--- src/rtl/gemm_pkg.sv ---
// gemm_pkg: shared definitions for the GEMM datapath blocks.
// Provides the lane count, the default guard-bit count and the accumulator
// FSM state encoding used by mant_align_acc.
package gemm_pkg;
  localparam int LANES          = 4;
  localparam int GUARD_BITS_DEF = 3;

  typedef enum logic [1:0] {
    ACC_EMPTY,
    ACC_ACCUM,
    ACC_HOLD
  } acc_state_t;
endpackage

--- src/rtl/lane_aligner.sv ---
// lane_aligner: one lane of the S1 alignment stage (purely combinational).
// Appends guard bits to the mantissa, right-shifts it by the lane offset and
// applies the sign as a two's-complement negation.
// Build option: ALIGN_STICKY_EN -- when defined, bits shifted out are ORed
// into the LSB of the magnitude before negation; otherwise plain truncation.
// Ports:
//   i_sign  lane sign (1 = negative)
//   i_man   lane mantissa, hidden bit at MSB
//   i_off   right-shift amount toward the shared exponent
//   o_lane  signed aligned lane, manWidth+guardBits+1 bits
module lane_aligner #(
  parameter int expWidth  = 3,
  parameter int manWidth  = 4,
  parameter int guardBits = 3
) (
  input  logic                          i_sign,
  input  logic [manWidth-1:0]           i_man,
  input  logic [expWidth-1:0]           i_off,
  output logic [manWidth+guardBits:0]   o_lane
);
  localparam int AW = manWidth + guardBits;

  logic [AW-1:0] w_ext;
  logic [AW-1:0] w_shr;
  logic [AW-1:0] w_mag;
  logic          w_big;

  assign w_ext = {i_man, {guardBits{1'b0}}};
  assign w_big = (32'(i_off) >= AW);
  assign w_shr = w_big ? '0 : (w_ext >> i_off);

`ifdef ALIGN_STICKY_EN
  logic [AW-1:0] w_mask;
  logic          w_lost;
  // Mask of the bits that fall off the bottom; all of them when fully shifted out.
  assign w_mask = w_big ? '1 : ~({AW{1'b1}} << i_off);
  assign w_lost = |(w_ext & w_mask);
  assign w_mag  = {w_shr[AW-1:1], w_shr[0] | w_lost};
`else
  assign w_mag  = w_shr;
`endif

  assign o_lane = i_sign ? -{1'b0, w_mag} : {1'b0, w_mag};
endmodule

--- src/rtl/mant_align_acc.sv ---
// mant_align_acc: block-floating-point mantissa aligner and accumulator.
// S1 aligns four sign/mantissa lanes to the beat's shared exponent, S2 sums
// them into a signed partial, S3 accumulates partials across beats (with
// exponent realignment and sticky saturation) until the last beat, then holds
// {acc_man, acc_exp} on a valid/ready handshake.
// Build option: ALIGN_STICKY_EN (see lane_aligner) selects sticky alignment.
// Ports:
//   clk, rst                 clock, synchronous active-high reset
//   in_valid/in_ready        input beat handshake; in_last marks final beat
//   in_sign, in_man          per-lane sign and mantissa (lane i at slice i)
//   max_exp, exp_offset_num  beat exponent and per-lane right-shift
//   out_valid/out_ready      result handshake
//   acc_man, acc_exp         signed accumulated mantissa and its exponent
module mant_align_acc
  import gemm_pkg::*;
#(
  parameter int expWidth  = 3,
  parameter int manWidth  = 4,
  parameter int guardBits = GUARD_BITS_DEF,
  parameter int accWidth  = 16
) (
  input  logic                       clk,
  input  logic                       rst,
  input  logic                       in_valid,
  output logic                       in_ready,
  input  logic                       in_last,
  input  logic [LANES-1:0]           in_sign,
  input  logic [LANES*manWidth-1:0]  in_man,
  input  logic [expWidth-1:0]        max_exp,
  input  logic [LANES*expWidth-1:0]  exp_offset_num,
  output logic                       out_valid,
  input  logic                       out_ready,
  output logic [accWidth-1:0]        acc_man,
  output logic [expWidth-1:0]        acc_exp
);
  localparam int AW     = manWidth + guardBits;
  localparam int PW     = AW + 3;
  localparam int STAGES = 2;
  localparam logic [accWidth-1:0] ACC_MAX = {1'b0, {(accWidth-1){1'b1}}};
  localparam logic [accWidth-1:0] ACC_MIN = {1'b1, {(accWidth-1){1'b0}}};

  // Arithmetic right shift; shifts past the width leave only sign fill.
  function automatic logic [accWidth-1:0] asr(input logic signed [accWidth-1:0] x,
                                              input logic [expWidth-1:0] amt);
    if (32'(amt) >= accWidth) return {accWidth{x[accWidth-1]}};
    return x >>> amt;
  endfunction

  logic w_stall, w_take;
  assign w_stall  = out_valid & ~out_ready;
  assign in_ready = ~w_stall & ~rst;
  assign w_take   = in_valid & in_ready;

  // S1: per-lane alignment
  logic [LANES-1:0][AW:0] w_lane;
  logic [LANES-1:0][AW:0] r_s1_lane;
  logic [expWidth-1:0]    r_s1_exp;
  logic                   r_s1_last;
  logic [STAGES:1]        r_vld_pipe;

  for (genvar i = 0; i < LANES; i++) begin : g_lane
    lane_aligner #(
      .expWidth (expWidth),
      .manWidth (manWidth),
      .guardBits(guardBits)
    ) u_lane (
      .i_sign(in_sign[i]),
      .i_man (in_man[i*manWidth +: manWidth]),
      .i_off (exp_offset_num[i*expWidth +: expWidth]),
      .o_lane(w_lane[i])
    );
  end

  // S2: four-lane sum
  logic [PW-1:0]        w_part;
  logic signed [PW-1:0] r_s2_part;
  logic [expWidth-1:0]  r_s2_exp;
  logic                 r_s2_last;

  always_comb begin
    w_part = '0;
    for (int i = 0; i < LANES; i++)
      w_part = w_part + {{2{r_s1_lane[i][AW]}}, r_s1_lane[i]};
  end

  // S3: accumulate
  acc_state_t                  r_state;
  logic signed [accWidth-1:0]  r_acc;
  logic [expWidth-1:0]         r_acc_exp;
  logic                        r_sat;
  logic                        r_out_valid;

  logic signed [accWidth-1:0]  w_part_x;
  logic [accWidth-1:0]         w_acc_sh, w_add_b, w_acc_nxt;
  logic [accWidth:0]           w_sum;
  logic [expWidth-1:0]         w_new_exp;
  logic                        w_up, w_ovf_hi, w_ovf_lo;

  assign w_part_x = r_s2_part;

  always_comb begin
    w_up      = r_s2_exp > r_acc_exp;
    // Whichever operand carries the smaller exponent is shifted down to the larger one.
    w_acc_sh  = w_up ? asr(r_acc, r_s2_exp - r_acc_exp) : r_acc;
    w_add_b   = w_up ? w_part_x : asr(w_part_x, r_acc_exp - r_s2_exp);
    w_new_exp = w_up ? r_s2_exp : r_acc_exp;
    w_sum     = {w_acc_sh[accWidth-1], w_acc_sh} + {w_add_b[accWidth-1], w_add_b};
    w_ovf_hi  = ~w_sum[accWidth] &  w_sum[accWidth-1];
    w_ovf_lo  =  w_sum[accWidth] & ~w_sum[accWidth-1];
    w_acc_nxt = w_ovf_hi ? ACC_MAX : (w_ovf_lo ? ACC_MIN : w_sum[accWidth-1:0]);
  end

  always_ff @(posedge clk) begin
    if (rst) begin
      r_vld_pipe  <= '0;
      r_s1_lane   <= '0;
      r_s1_exp    <= '0;
      r_s1_last   <= 1'b0;
      r_s2_part   <= '0;
      r_s2_exp    <= '0;
      r_s2_last   <= 1'b0;
      r_state     <= ACC_EMPTY;
      r_acc       <= '0;
      r_acc_exp   <= '0;
      r_sat       <= 1'b0;
      r_out_valid <= 1'b0;
    end else if (!w_stall) begin
      r_vld_pipe <= {r_vld_pipe[STAGES-1:1], w_take};
      r_s1_lane  <= w_lane;
      r_s1_exp   <= max_exp;
      r_s1_last  <= in_last;
      r_s2_part  <= w_part;
      r_s2_exp   <= r_s1_exp;
      r_s2_last  <= r_s1_last;
      case (r_state)
        // Not stalled in HOLD means the result is being taken this cycle,
        // so HOLD behaves like EMPTY and can start the next product at once.
        ACC_EMPTY, ACC_HOLD: begin
          if (r_vld_pipe[STAGES]) begin
            r_acc       <= w_part_x;
            r_acc_exp   <= r_s2_exp;
            r_sat       <= 1'b0;
            r_state     <= r_s2_last ? ACC_HOLD : ACC_ACCUM;
            r_out_valid <= r_s2_last;
          end else begin
            r_state     <= ACC_EMPTY;
            r_out_valid <= 1'b0;
          end
        end
        ACC_ACCUM: begin
          if (r_vld_pipe[STAGES]) begin
            // Once clamped, the accumulator stays pinned until it is emitted.
            if (!r_sat) begin
              r_acc     <= w_acc_nxt;
              r_acc_exp <= w_new_exp;
              r_sat     <= w_ovf_hi | w_ovf_lo;
            end
            if (r_s2_last) begin
              r_state     <= ACC_HOLD;
              r_out_valid <= 1'b1;
            end
          end
        end
        default: begin
          r_state     <= ACC_EMPTY;
          r_out_valid <= 1'b0;
        end
      endcase
    end
  end

  assign out_valid = r_out_valid;
  assign acc_man   = r_acc;
  assign acc_exp   = r_acc_exp;
endmodule
--- config.mk ---
export PLATFORM = sky130hd
export DESIGN_NAME = mant_align_acc
export DESIGN_NICKNAME = d
export VERILOG_FILES = /design/src/rtl/gemm_pkg.sv /design/src/rtl/lane_aligner.sv /design/src/rtl/mant_align_acc.sv
export SDC_FILE = /design/constraint.sdc
export NUM_CORES = 1
export LEC_CHECK = 0
export CAP_MARGIN = 20
export CORE_MARGIN = 2
export CORE_UTILIZATION = 50
export CTS_CLUSTER_SIZE = 8
export DETAILED_ROUTE_END_ITERATION = 10
export GPL_ROUTABILITY_DRIVEN = 0
export PLACE_DENSITY_LB_ADDON = 0.05
export SLEW_MARGIN = 20
export SYNTH_ARGS = -nofsm -noshare
export SYNTH_HDL_FRONTEND = slang
export SYNTH_SLANG_ARGS = --single-unit
--- constraint.sdc ---
create_clock -name clk -period 12.9 [get_ports clk]
set_clock_uncertainty 0.15 [all_clocks]
set_input_delay 1.935 -clock clk [delete_from_list [all_inputs] [get_ports clk]]
set_output_delay 1.935 -clock clk [all_outputs]
set_load 0.02 [all_outputs]
### Yosys cells after proc, flatten, opt, wreduce, memory -nomap -nowiden

Cells that the tools add are included.

| word-level totals | value |
|---|---|
| bits in registers | 75 |
| input bits | 40 |
| output and inout bits | 21 |

| operators by class | value |
|---|---|
| add/subtract/negate cells | 10 |
| magnitude comparators | 5 |
| equal/unequal tests | 7 |
| shifts and indexed selects | 6 |
| mux-type cells | 34 |
| bitwise logic cells | 11 |
| reductions and logical operators | 7 |

Operators with widths:

| operator | number |
|---|---|
| 16-bit 2-to-1 mux | 7 |
| 8-bit 2-to-1 mux | 4 |
| 7-bit negator with 8-bit output | 4 |
| 16-bit one-hot mux with 2 select lines | 1 |
| 7-bit 2-to-1 mux | 4 |
| 7-bit by 3-bit right shift with 7-bit output | 4 |
| 16-bit by 16-bit adder with 17-bit output | 1 |
| 10-bit by 3-bit >>> shifter with 16-bit output | 1 |
| 16-bit by 3-bit >>> shifter with 16-bit output | 1 |
| 3-bit greater-or-equal comparator, second input constant | 4 |
| 3-bit 2-to-1 mux | 4 |
| 10-bit adder | 1 |
| 9-bit by 8-bit adder with 10-bit output | 1 |
| 2-bit inequality test, second input constant | 5 |
| 8-bit by 8-bit adder with 9-bit output | 1 |
| 2-bit 2-to-1 mux | 4 |
| 1-bit 2-to-1 mux | 6 |
| 3-bit one-hot mux with 2 select lines | 1 |
| 6-bit AND reduction | 1 |
| 3-bit subtractor | 2 |
| 1-bit bitwise AND | 5 |
| 1-bit inverter | 5 |
| 5-bit AND reduction | 1 |
| 1-bit one-hot mux with 2 select lines | 2 |
| other kinds (10) | 10 |

### Depth between registers and ports, before layout

Gate-level depths: netlist of run 1.

| logic depth | value |
|---|---|
| depth after elaboration | 11 |
| gate-level depth with buffers | 25 |
| depth with buffers taken out | 23 |

### Cells and area by module

Synthesis of run 1 repeated with hierarchy kept, for this count alone.

| unflattened totals | value |
|---|---|
| cell total of the unflattened synthesis | 921 |
| area, all modules | 7051.8 um^2 |

By module, submodules not included:

| module | instances | cells each | area an instance (um^2) | seq. area each (um^2) |
|---|---|---|---|---|
| mant_align_acc | 1 | 669 | 5340.1 | 1481.4 |
| lane_aligner | 4 | 63 | 427.9 | 0.0 |

### Worst setup path after synthesis of run 1

OpenSTA, ideal clock, no wires.

| timing path | value |
|---|---|
| kind | register -> register |
| start point | register r_acc_exp[0] (netlist: acc_exp[0]) |
| end point | register r_acc[6] (netlist: acc_man[6]) |
| data arrival time | 4770 ps |
| required time | 12617 ps |
| slack | 7847 ps |
| stages on the path, launching flop included | 19 |
| path through | dfxtp_1 ha_1 fa_1 buf_2 clkbuf_1 mux4_2 mux2i_1 o21ai_0 ha_1 or4_4 o21ai_2 o221ai_2 a22o_1 o31ai_1 ha_1 inv_1 and4_1 o311ai_0 a31oi_1 |

| on the way | value |
|---|---|
| word-level cells in the longest chain between the ends | 11 |
| elaborated cells on any way between the ends | 17 |

Ends and longest elaborated chain:

| element | line | RTL |
|---|---|---|
| start, declared | mant_align_acc.sv:89 | `logic [expWidth-1:0] r_acc_exp;` |
| start signal, assigned | mant_align_acc.sv:141 | `r_acc_exp <= r_s2_exp;` |
| start signal, assigned | mant_align_acc.sv:155 | `r_acc_exp <= w_new_exp;` |
| 3-bit subtractor (on tied branches) | mant_align_acc.sv:104, mant_align_acc.sv:105 |  |
| 16-bit by 3-bit >>> shifter with 16-bit output / 10-bit by 3-bit >>> shifter with 16-bit output (equally long branches) | mant_align_acc.sv:46 | `return x >>> amt;` |
| 16-bit 2-to-1 mux (on tied branches) | mant_align_acc.sv:104, mant_align_acc.sv:105 |  |
| 16-bit by 16-bit adder with 17-bit output (*) | mant_align_acc.sv:107 | `w_sum = {w_acc_sh[accWidth-1], w_acc_sh} + {w_add_b[accWidth-1], w_add_b};` |
| 1-bit inverter | mant_align_acc.sv:109 | `w_ovf_lo = w_sum[accWidth] & ~w_sum[accWidth-1];` |
| 1-bit bitwise AND | mant_align_acc.sv:109 |  |
| 16-bit 2-to-1 mux | mant_align_acc.sv:110 | `w_acc_nxt = w_ovf_hi ? ACC_MAX : (w_ovf_lo ? ACC_MIN : w_sum[accWidth-1:0]);` |
| 16-bit 2-to-1 mux (*) | mant_align_acc.sv:110 |  |
| 16-bit 2-to-1 mux (*) | mant_align_acc.sv:153 | `if (!r_sat) begin` |
| 16-bit 2-to-1 mux (*) | mant_align_acc.sv:151 | `if (r_vld_pipe[STAGES]) begin` |
| 16-bit one-hot mux with 2 select lines (*) | mant_align_acc.sv:135 | `case (r_state)` |
| end signal, assigned | mant_align_acc.sv:140 | `r_acc <= w_part_x;` |
| end signal, assigned | mant_align_acc.sv:154 | `r_acc <= w_acc_nxt;` |
| end, declared | mant_align_acc.sv:88 | `logic signed [accWidth-1:0] r_acc;` |

Every way passes the cells marked *; elsewhere a longest branch is shown, timed or not. The select of a mux whose other input is x is not followed.
A chain may end at the register's enable or synchronous reset.

### Worst setup path after layout of run 1

| timing path | value |
|---|---|
| start point | register r_s2_exp[0] |
| end point | register r_acc[6] (netlist: acc_man[6]) |

| on the way | value |
|---|---|
| word-level cells in the longest chain between the ends | 11 |
| elaborated cells on any way between the ends | 17 |

Ends and longest elaborated chain:

| element | line | RTL |
|---|---|---|
| start, declared | mant_align_acc.sv:77 | `logic [expWidth-1:0] r_s2_exp;` |
| start signal, assigned | mant_align_acc.sv:133 | `r_s2_exp <= r_s1_exp;` |
| 3-bit subtractor (on tied branches) | mant_align_acc.sv:104, mant_align_acc.sv:105 |  |
| 16-bit by 3-bit >>> shifter with 16-bit output / 10-bit by 3-bit >>> shifter with 16-bit output (equally long branches) | mant_align_acc.sv:46 |  |
| 16-bit 2-to-1 mux (on tied branches) | mant_align_acc.sv:104, mant_align_acc.sv:105 |  |
| 16-bit by 16-bit adder with 17-bit output (*) | mant_align_acc.sv:107 |  |
| 1-bit inverter | mant_align_acc.sv:109 |  |
| 1-bit bitwise AND | mant_align_acc.sv:109 |  |
| 16-bit 2-to-1 mux | mant_align_acc.sv:110 |  |
| 16-bit 2-to-1 mux (*) | mant_align_acc.sv:110 |  |
| 16-bit 2-to-1 mux (*) | mant_align_acc.sv:153 |  |
| 16-bit 2-to-1 mux (*) | mant_align_acc.sv:151 |  |
| 16-bit one-hot mux with 2 select lines (*) | mant_align_acc.sv:135 |  |

Marks and branches as above.

==> results of run 1 <==
final cells by class:
| class | instances | area (sq um) | area share, % |
|---|---|---|---|
| sequential | 74 | 1481 | 19.60 |
| timing repair buffer | 67 | 648.1 | 8.576 |
| tap | 172 | 215.2 | 2.848 |
| multi-input combinational | 686 | 4766 | 63.06 |
| inverter | 36 | 135.1 | 1.788 |
| clock inverter | 5 | 78.83 | 1.043 |
| clock buffer | 11 | 232.7 | 3.079 |
worst paths after layout:
kind / startpoint / endpoint / slack (ns) / depth (start not counted)
worst max-delay path: r_s2_exp[0]$_SDFFE_PP0N_ / acc_man[6]$_SDFFE_PP0P_ / 7.12 / 20
worst min-delay path: r_s1_exp[1]$_SDFFE_PP0N_ / r_s1_exp[1]$_SDFFE_PP0N_ / 0.31 / 2
worst max register to register: r_s2_exp[0]$_SDFFE_PP0N_ / acc_man[6]$_SDFFE_PP0P_ / 7.12 / 20
worst min register to register: r_s1_exp[1]$_SDFFE_PP0N_ / r_s1_exp[1]$_SDFFE_PP0N_ / 0.31 / 2
cell families after synthesis:
family,share of synthesized area (%)
compound gates,24.83
xor+xnor,4.138
fa+ha+maj,12.78
buf+inv,4.920
flops,22.58
mux,11.98
simple gates,18.78
cell usage in the layout, fill, tap and decap left out, drive strengths merged, types with 3 or more instances in the layout:
cell           Yosys  layout
nand3              7       7
fa                20      20
a211o              5       5
a21oi             89      89
clkbuf            30      11
nand3b             3       3
o211ai            15      15
a31oi             12      12
o21bai             5       5
dfxtp             74      74
a2111oi            3       3
o21ai             55      55
xor2              11      11
nor3b              3       3
a211oi            27      27
o22ai              5       5
clkinv             1       4
buf               16       8
nor2              74      74
mux4               9       9
mux2              10      10
mux2i             47      47
ha                35      35
nand2b            20      20
o21a               8       8
a21boi             3       3
xnor2             20      20
nor3              20      20
nand2            114     114
nor2b             15      15
a22oi              3       3
o311ai             4       4
a21o               8       8
o31ai              3       3
a21bo              3       3
inv               35      35
clkdlybuf4s50      0      59
registers in the layout, indices dropped and copies added (netlist names), 2 cells and up:
name	count
r_state	2
acc_man	16
r_s2_exp	3
acc_exp	3
r_s1_exp	3
r_s1_lane	32
r_s2_part	10
r_vld_pipe	2
where the power goes:
| group | total (mW) | switching (mW) | internal [mW] |
|---|---|---|---|
| Clock | 0.266 | 0.0967 | 0.169 |
| Combinational | 0.380 | 0.207 | 0.173 |
| Sequential | 0.291 | 0.0364 | 0.255 |
| Total | 0.937 | 0.340 | 0.597 |
per-stage QoR:
| stage | hold slack [ns] | util (%) |
|---|---|---|
| 5_1_grt | 0.3241 | 59.40 |
| 3_5_place_dp | 0.2991 | 56.95 |
| 3_3_place_gp | 0.2909 | 56.95 |
| 2_1_floorplan | 0.2821 | - |
| 6_report | 0.3059 | 59.40 |
| 4_1_cts | 0.3059 | 59.40 |
per-layer routing:
| metal | up-vias | part of all wire, % | wire (um) | global-route usage, % |
|---|---|---|---|---|
| met4 | 0 | 1.8 | 281 | 8.185 |
| met2 | 132 | 50 | 7919 | 39.44 |
| met3 | 23 | 3.1 | 502 | 3.427 |
| met5 | - | 0 | 0 | 0 |
| met1 | 2853 | 45 | 7245 | 29.01 |
| li1 | 3095 | - | - | - |
worst reg2reg max path, stage by stage, from the launching register on:
cell                       delay [ns]
sky130_fd_sc_hd__dfxtp_1         0.37
sky130_fd_sc_hd__inv_1           0.06
sky130_fd_sc_hd__ha_1            0.21
sky130_fd_sc_hd__fa_1            1.09
sky130_fd_sc_hd__mux4_2          0.59
sky130_fd_sc_hd__mux2i_1         0.13
sky130_fd_sc_hd__o21ai_0         0.12
sky130_fd_sc_hd__ha_1            0.26
sky130_fd_sc_hd__inv_1           0.08
sky130_fd_sc_hd__fa_1            0.19
sky130_fd_sc_hd__nand2b_1        0.16
sky130_fd_sc_hd__a21oi_1         0.14
sky130_fd_sc_hd__o21ai_2         0.27
sky130_fd_sc_hd__o221ai_2        0.18
sky130_fd_sc_hd__a22o_1          0.28
sky130_fd_sc_hd__o31ai_1         0.28
sky130_fd_sc_hd__ha_1            0.36
sky130_fd_sc_hd__inv_1           0.13
sky130_fd_sc_hd__and4_1          0.20
sky130_fd_sc_hd__o311ai_0        0.28
sky130_fd_sc_hd__a31oi_1         0.12
==> impl_results.md, run 1 <==
* Number of placement rows at 41
* Num ports at roughly 60
* Worst Tran Pin Value at between 0.8 and 0.9 ns
* Final Setup Violations at 0
* Routed via count divided by cell count at 5.807
* Clock Path Buffers at 2
* CTS Hold Bufs at 0
* Antenna violations before repair at 0
* Share of the clock period used by the worst path after layout at 44.79%
* Vias in the first global route at approximately 5700
* Highest clock frequency the design can meet at 0.1731 GHz
* Worst path top cell family by delay: adder cells
* CP Cell Sequence: inv_1 > ha_1 > fa_1 > mux4_2 > mux2i_1 > o21ai_0 > ha_1 > inv_1 > fa_1 > nand2b_1 > a21oi_1 > o21ai_2 > o221ai_2 > a22o_1 > o31ai_1 > ha_1 > inv_1 > and4_1 > o311ai_0 > a31oi_1
* Area of the core region at 12720 sq um
* Number of pins with negative max-slew slack in the final report at 0
* CTS tree: done
* Kind of start point of the critical path: flop
* Post-cts sizing count at 0
* Critical-path cell with the highest stage delay: sky130_fd_sc_hd__fa_1
* Root Buffer Master: sky130_fd_sc_hd__clkbuf_16
* Count of nets left with antenna violations after detail routing at 0
* Post-placement cell area at 7246 sq um
* Accumulated negative setup slack at 0 ns
* Post-synthesis sequential area ratio at between 20% and 30%
* Dominant cell by count in the synthesized netlist: sky130_fd_sc_hd__nand2_1
* Final setup slack of the worst path at 7.122 ns
* Share of final-layout standard cells stronger than drive strength 1 at 6.257%
* First-pass GRT wire length at 26730 um
* Wire length per cell at 15.18 um
* Chip Height at 118.6 um
* Largest cells by area after synthesis: sky130_fd_sc_hd__dfxtp_1 (23%), sky130_fd_sc_hd__mux2i_1 (7.2%), sky130_fd_sc_hd__a21oi_1 (6.8%)
* Post-Place Setup Slack at about 7 ns
* Post-synth ARST share at 0%
* Peak supply drop at about 0.000072 V
* Flip-flop and latch count after synthesis at 74
* DRC violations left at 0
* Required time of the critical path at around 13 ns
* Minimum clock period after layout at approximately 5.8 ns
* Overall overflow remaining after global route at 0
* Setup CP Type: flop to flop
* Skew-Pair Late Insertion Delay at 0.34 ns
* Distinct cell type count of the synthesized netlist at around 60
* Lkg Pwr at 3.117 nW
* Commonest cells in the synthesized netlist: sky130_fd_sc_hd__nand2_1 (114), sky130_fd_sc_hd__a21oi_1 (89), sky130_fd_sc_hd__dfxtp_1 (74), sky130_fd_sc_hd__nor2_1 (74), sky130_fd_sc_hd__o21ai_0 (54)
* Total Die Area at 14060 sq um
* Headroom to the max-slew limit at 39.99%
* Total of warnings raised by yosys at 0
* Die width at 118.6 um
* Clock edge transition at the registers on the reported setup and hold paths at 0.06 ns
* Netlist area before placement at ~6600 sq um
* Number of clock sinks seen by CTS at 74
* Mapped Avg Cell Area at 7.793 sq um
* Instance count of the mapped netlist at 842
* Hold Path Class: flop to flop
* Endpoint class of the critical path: flop
* Final Hold Vio Count at 0
* Estimated wirelength of the detail-placed design at 12020 um
* DRT Pass-1 Iters at 5
* Status: completed
* Total power density per cell area at 124.0 nW/um^2
* Arrival time at the worst endpoint at 5.82 ns
* Net total in the final layout at 969
* Tot Pwr at approximately 940 uW
* Signed area change from the synthesized netlist to the final layout at 15.18%
* TritonCTS Buffers at 9
* Antenna Diode Count at 0
* Number of max-cap violations at 0
* Detailed Route Iter0 Violations at 429
* Effective utilization at floorplan at approximately half
* Critical-path maximum fanout at 20
* Final cell count without fillers at 1051
* IO Port Bufs at 60
* Total buffers and inverters traversed by the critical path at 3
* Post-CTS Repair Setup Buffers at 0
* Total wire length after detailed routing at ~16000 um
* Deepest level of the CTS H-tree at 3
* Number of enable-type register cells in the synthesized netlist at 0
* Post-Syn Nets at 937
* Fillers at roughly 1200
* Setup repair after global routing missed its margin: false
* Largest net degree at the start of global routing at 74
* Total routing resource utilization after global routing at between 20% and 30%
* Peak per-stage delay on the critical path at 1.09 ns
* Most instantiated flip-flop cell in the synthesis netlist: sky130_fd_sc_hd__dfxtp_1
* Yosys top cell area share at 22.58%
* Post-synthesis cell type with the largest combined area: sky130_fd_sc_hd__dfxtp_1
* Routed via count at between 6000 and 7000
* Post-route design area at between 7000 and 8000 sq um
* Number of placed instances with taps included at 1035
Note: power is estimated with default switching activity, not from simulation.
==> run 2: changes to the inputs <==
==> constraint.sdc (replaced) <==
create_clock -name clk -period 6 [get_ports clk]
set_clock_uncertainty 0.15 [all_clocks]
set_input_delay 0.9 -clock clk [delete_from_list [all_inputs] [get_ports clk]]
set_output_delay 0.9 -clock clk [all_outputs]
set_load 0.02 [all_outputs]
==> run 2 against run 1 <==
  * Register-to-register slack worse by 6.7 ns
  * Critical path depth unchanged
  * First-iteration DRC count down 3.5%
  * Utilization up 0.12 points
  * Sequential power up 120%
  * Critical endpoint unchanged
  * Largest power group unchanged
  * Highest routed layer unchanged
==> impl_results.md, run 2 (synthesized netlist as in run 1, its figures left out) <==
* Status: completed (unchanged)
* Critical-path cell with the highest stage delay: sky130_fd_sc_hd__fa_1 (unchanged)
* Post-CTS Repair Setup Buffers at 0 (unchanged)
* Highest clock frequency the design can meet at 0.1795 GHz (was 0.1731 GHz)
* Antenna violations before repair at 0 (unchanged)
* Overall overflow remaining after global route at 0 (unchanged)
* Worst hold slack across all endpoints at 0.3006 ns (was 0.3059 ns)
* Leading cell type in the layout, fill and taps excluded: sky130_fd_sc_hd__nand2_1 (unchanged)
* Number of placement rows at 41 (unchanged)
* Required time of the critical path at 6.05 ns (was 12.94 ns)
* Peak supply drop at 0.0001439 V (was 0.00007237 V)
* Detailed Route Iter0 Violations at 414 (was 429)
* Chip Height at 118.6 um (unchanged)
* Most flop-heavy register: r_s1_lane (unchanged)
* Setup slack on the worst flop-to-flop path at 0.43 ns (was 7.12 ns)
* Largest net degree at the start of global routing at 74 (unchanged)
* Critical-path maximum fanout at 13 (was 20)
* Number of flip-flops in the largest register at 32 (unchanged)
* Routed via count divided by cell count at 5.824 (was 5.807)
* Number of pins with negative max-slew slack in the final report at 0 (unchanged)
* Peak per-stage delay on the critical path at 0.84 ns (was 1.09 ns)
* Endpoint class of the critical path: flop (unchanged)
* Total routing resource utilization after global routing at 22.95% (was 22.90%)
* Skew-Pair Late Insertion Delay at 0.35 ns (was 0.34 ns)
* Accumulated negative setup slack at 0 ns (unchanged)
* Vias in the first global route at 5720 (was 5684)
* TritonCTS Buffers at 9 (unchanged)
* Total power density per cell area at 265.8 nW/um^2 (was 124.0 nW/um^2)
* Reg-to-reg startpoint: acc_exp[0]$_SDFFE_PP0P_ (was r_s2_exp[0]$_SDFFE_PP0N_)
* IO Port Bufs at 60 (unchanged)
* Number of max-cap violations at 0 (unchanged)
* Setup repair after global routing missed its margin: false (unchanged)
* CTS Hold Bufs at 0 (unchanged)
* CP Cell Sequence: inv_1 > ha_1 > fa_1 > mux2_2 > a21oi_1 > a21oi_1 > mux2_2 > ha_1 > o21ai_0 > o21ai_0 > nand2_1 > o31ai_1 > a41o_1 > mux2i_1 > nor2_1 > ha_1 > inv_1 > and4_1 > o311ai_0 > a31oi_1 (was inv_1 > ha_1 > fa_1 > mux4_2 > mux2i_1 > o21ai_0 > ha_1 > inv_1 > fa_1 > nand2b_1 > a21oi_1 > o21ai_2 > o221ai_2 > a22o_1 > o31ai_1 > ha_1 > inv_1 > and4_1 > o311ai_0 > a31oi_1)
* Antenna Diode Count at 0 (unchanged)
* First-pass GRT wire length at 26670 um (was 26730 um)
* Start point of the critical path: acc_exp[0]$_SDFFE_PP0P_ (was r_s2_exp[0]$_SDFFE_PP0N_)
* Final Setup Violations at 0 (unchanged)
* Hold Path Class: flop to flop (unchanged)
* Signed area change from the synthesized netlist to the final layout at 15.41% (was 15.18%)
* Minimum clock period after layout at 5.570 ns (was 5.778 ns)
* Num ports at 61 (unchanged)
* Effective utilization at floorplan at 51.57% (unchanged)
* Total Die Area at 14060 sq um (unchanged)
* Share of final-layout standard cells stronger than drive strength 1 at 6.697% (was 6.257%)
* Arrival time at the worst endpoint at 5.62 ns (was 5.82 ns)
* Number of clock sinks seen by CTS at 74 (unchanged)
* Fillers at 1215 (was 1219)
* Estimated wirelength of the detail-placed design at 12240 um (was 12020 um)
* Highest-count cells in the layout ignoring fill and taps: sky130_fd_sc_hd__nand2_1 (113), sky130_fd_sc_hd__a21oi_1 (89), sky130_fd_sc_hd__nor2_1 (74), sky130_fd_sc_hd__dfxtp_1 (74), sky130_fd_sc_hd__clkdlybuf4s50_1 (59) (unchanged)
* Area of the core region at 12720 sq um (unchanged)
* Kind of start point of the critical path: flop (unchanged)
* Post-cts sizing count at 0 (unchanged)
* Clock edge transition at the registers on the reported setup and hold paths at 0.06 ns (about the same)
* Setup CP Type: flop to flop (unchanged)
* Wire length per cell at 15.41 um (was 15.18 um)
* Root Buffer Master: sky130_fd_sc_hd__clkbuf_16 (unchanged)
* Total buffers and inverters traversed by the critical path at 2 (was 3)
* Deepest level of the CTS H-tree at 3 (unchanged)
* CTS tree: done (unchanged)
* Worst path top cell family by delay: compound AO/OA/AOI/OAI gates (was adder cells)
* Total wire length after detailed routing at 16230 um (was 15950 um)
* Lkg Pwr at 3.125 nW (was 3.117 nW)
* DRC violations left at 0 (unchanged)
* Net total in the final layout at 972 (was 969)
* Headroom to the max-slew limit at 48.94% (was 39.99%)
* Worst Tran Pin Value at 0.7659 ns (was 0.8991 ns)
* Clock Path Buffers at 2 (unchanged)
* Routed via count at 6133 (was 6103)
* Tot Pwr at 2.013 mW (was 936.8 uW)
* Die width at 118.6 um (unchanged)
* Share of the clock period used by the worst path after layout at 92.83% (was 44.79%)
* Most frequent CP cell: sky130_fd_sc_hd__ha_1
* Hold Path Origin: r_s1_exp[0]$_SDFFE_PP0N_ (was r_s1_exp[1]$_SDFFE_PP0N_)
* DRT Pass-1 Iters at 5 (unchanged)
* Final Hold Vio Count at 0 (unchanged)
* Count of nets left with antenna violations after detail routing at 0 (unchanged)
run 2: changes by cell type in the layout (fill, tap and decap cells not counted):
| cell | change |
|---|---|
| sky130_fd_sc_hd__buf_4 | +3 |
| sky130_fd_sc_hd__clkbuf_1 | -2 |
| sky130_fd_sc_hd__clkbuf_8 | +2 |
| sky130_fd_sc_hd__bufinv_16 | -1 |
| sky130_fd_sc_hd__clkinv_2 | -1 |
| sky130_fd_sc_hd__clkinvlp_4 | +1 |
run 2: final timing paths:
path | to | depth (start not counted)
worst max-delay path | acc_man[6]$_SDFFE_PP0P_ | 20
worst min-delay path | r_s1_exp[0]$_SDFFE_PP0N_ | 2
worst max register to register | acc_man[6]$_SDFFE_PP0P_ | 20
worst min register to register | r_s1_exp[0]$_SDFFE_PP0N_ | 2
run 2: where the power goes:
group	internal, mW	total, mW	switching (mW)
Sequential	0.548	0.638	0.0906
Combinational	0.371	0.819	0.447
Clock	0.342	0.556	0.213
Total	1.26	2.01	0.751
run 2: layout make-up:
class / count / area, sq um / share of cell area (%)
multi-input cells: 686 / 4766 / 62.94
repair buffers: 70 / 670.6 / 8.857
inverters: 36 / 135.1 / 1.785
clock buffers: 11 / 252.7 / 3.338
well taps: 172 / 215.2 / 2.842
flip-flops and latches: 74 / 1481 / 19.56
clock inverters: 4 / 51.30 / 0.6775
run 2: layer usage:
layer | global-route usage, % | up-vias | routed length (um)
li1 | - | 3093 | -
met1 | 28.21 | 2862 | 7146
met2 | 40.63 | 149 | 8013
met3 | 3.378 | 29 | 720
met4 | 8.185 | 0 | 350
met5 | 0 | - | 0
run 2: metrics by stage:
stage | cells | utilization [%] | cell area (sq um) | worst slack, ns
6_report | 1053 | 59.52 | 7572 | 0.4301
4_1_cts | 1053 | 59.52 | 7572 | 0.4867
3_3_place_gp | 1038 | 57.13 | 7268 | 0.6622
5_1_grt | 1053 | 59.52 | 7572 | 0.07162
3_5_place_dp | 1038 | 57.13 | 7268 | 0.5202
2_1_floorplan | 842 | - | 6561 | 0.9473
run 2: worst register-to-register path: cells and delay by family, from the launching register on:
family / cells / cell delay, ns
muxes: 3 / 0.79
and+or+nand+nor: 3 / 0.41
DFF: 1 / 0.37
AOI/OAI and AO/OA: 8 / 1.77
buffers and inverters: 2 / 0.21
adders and majority gates: 4 / 1.71
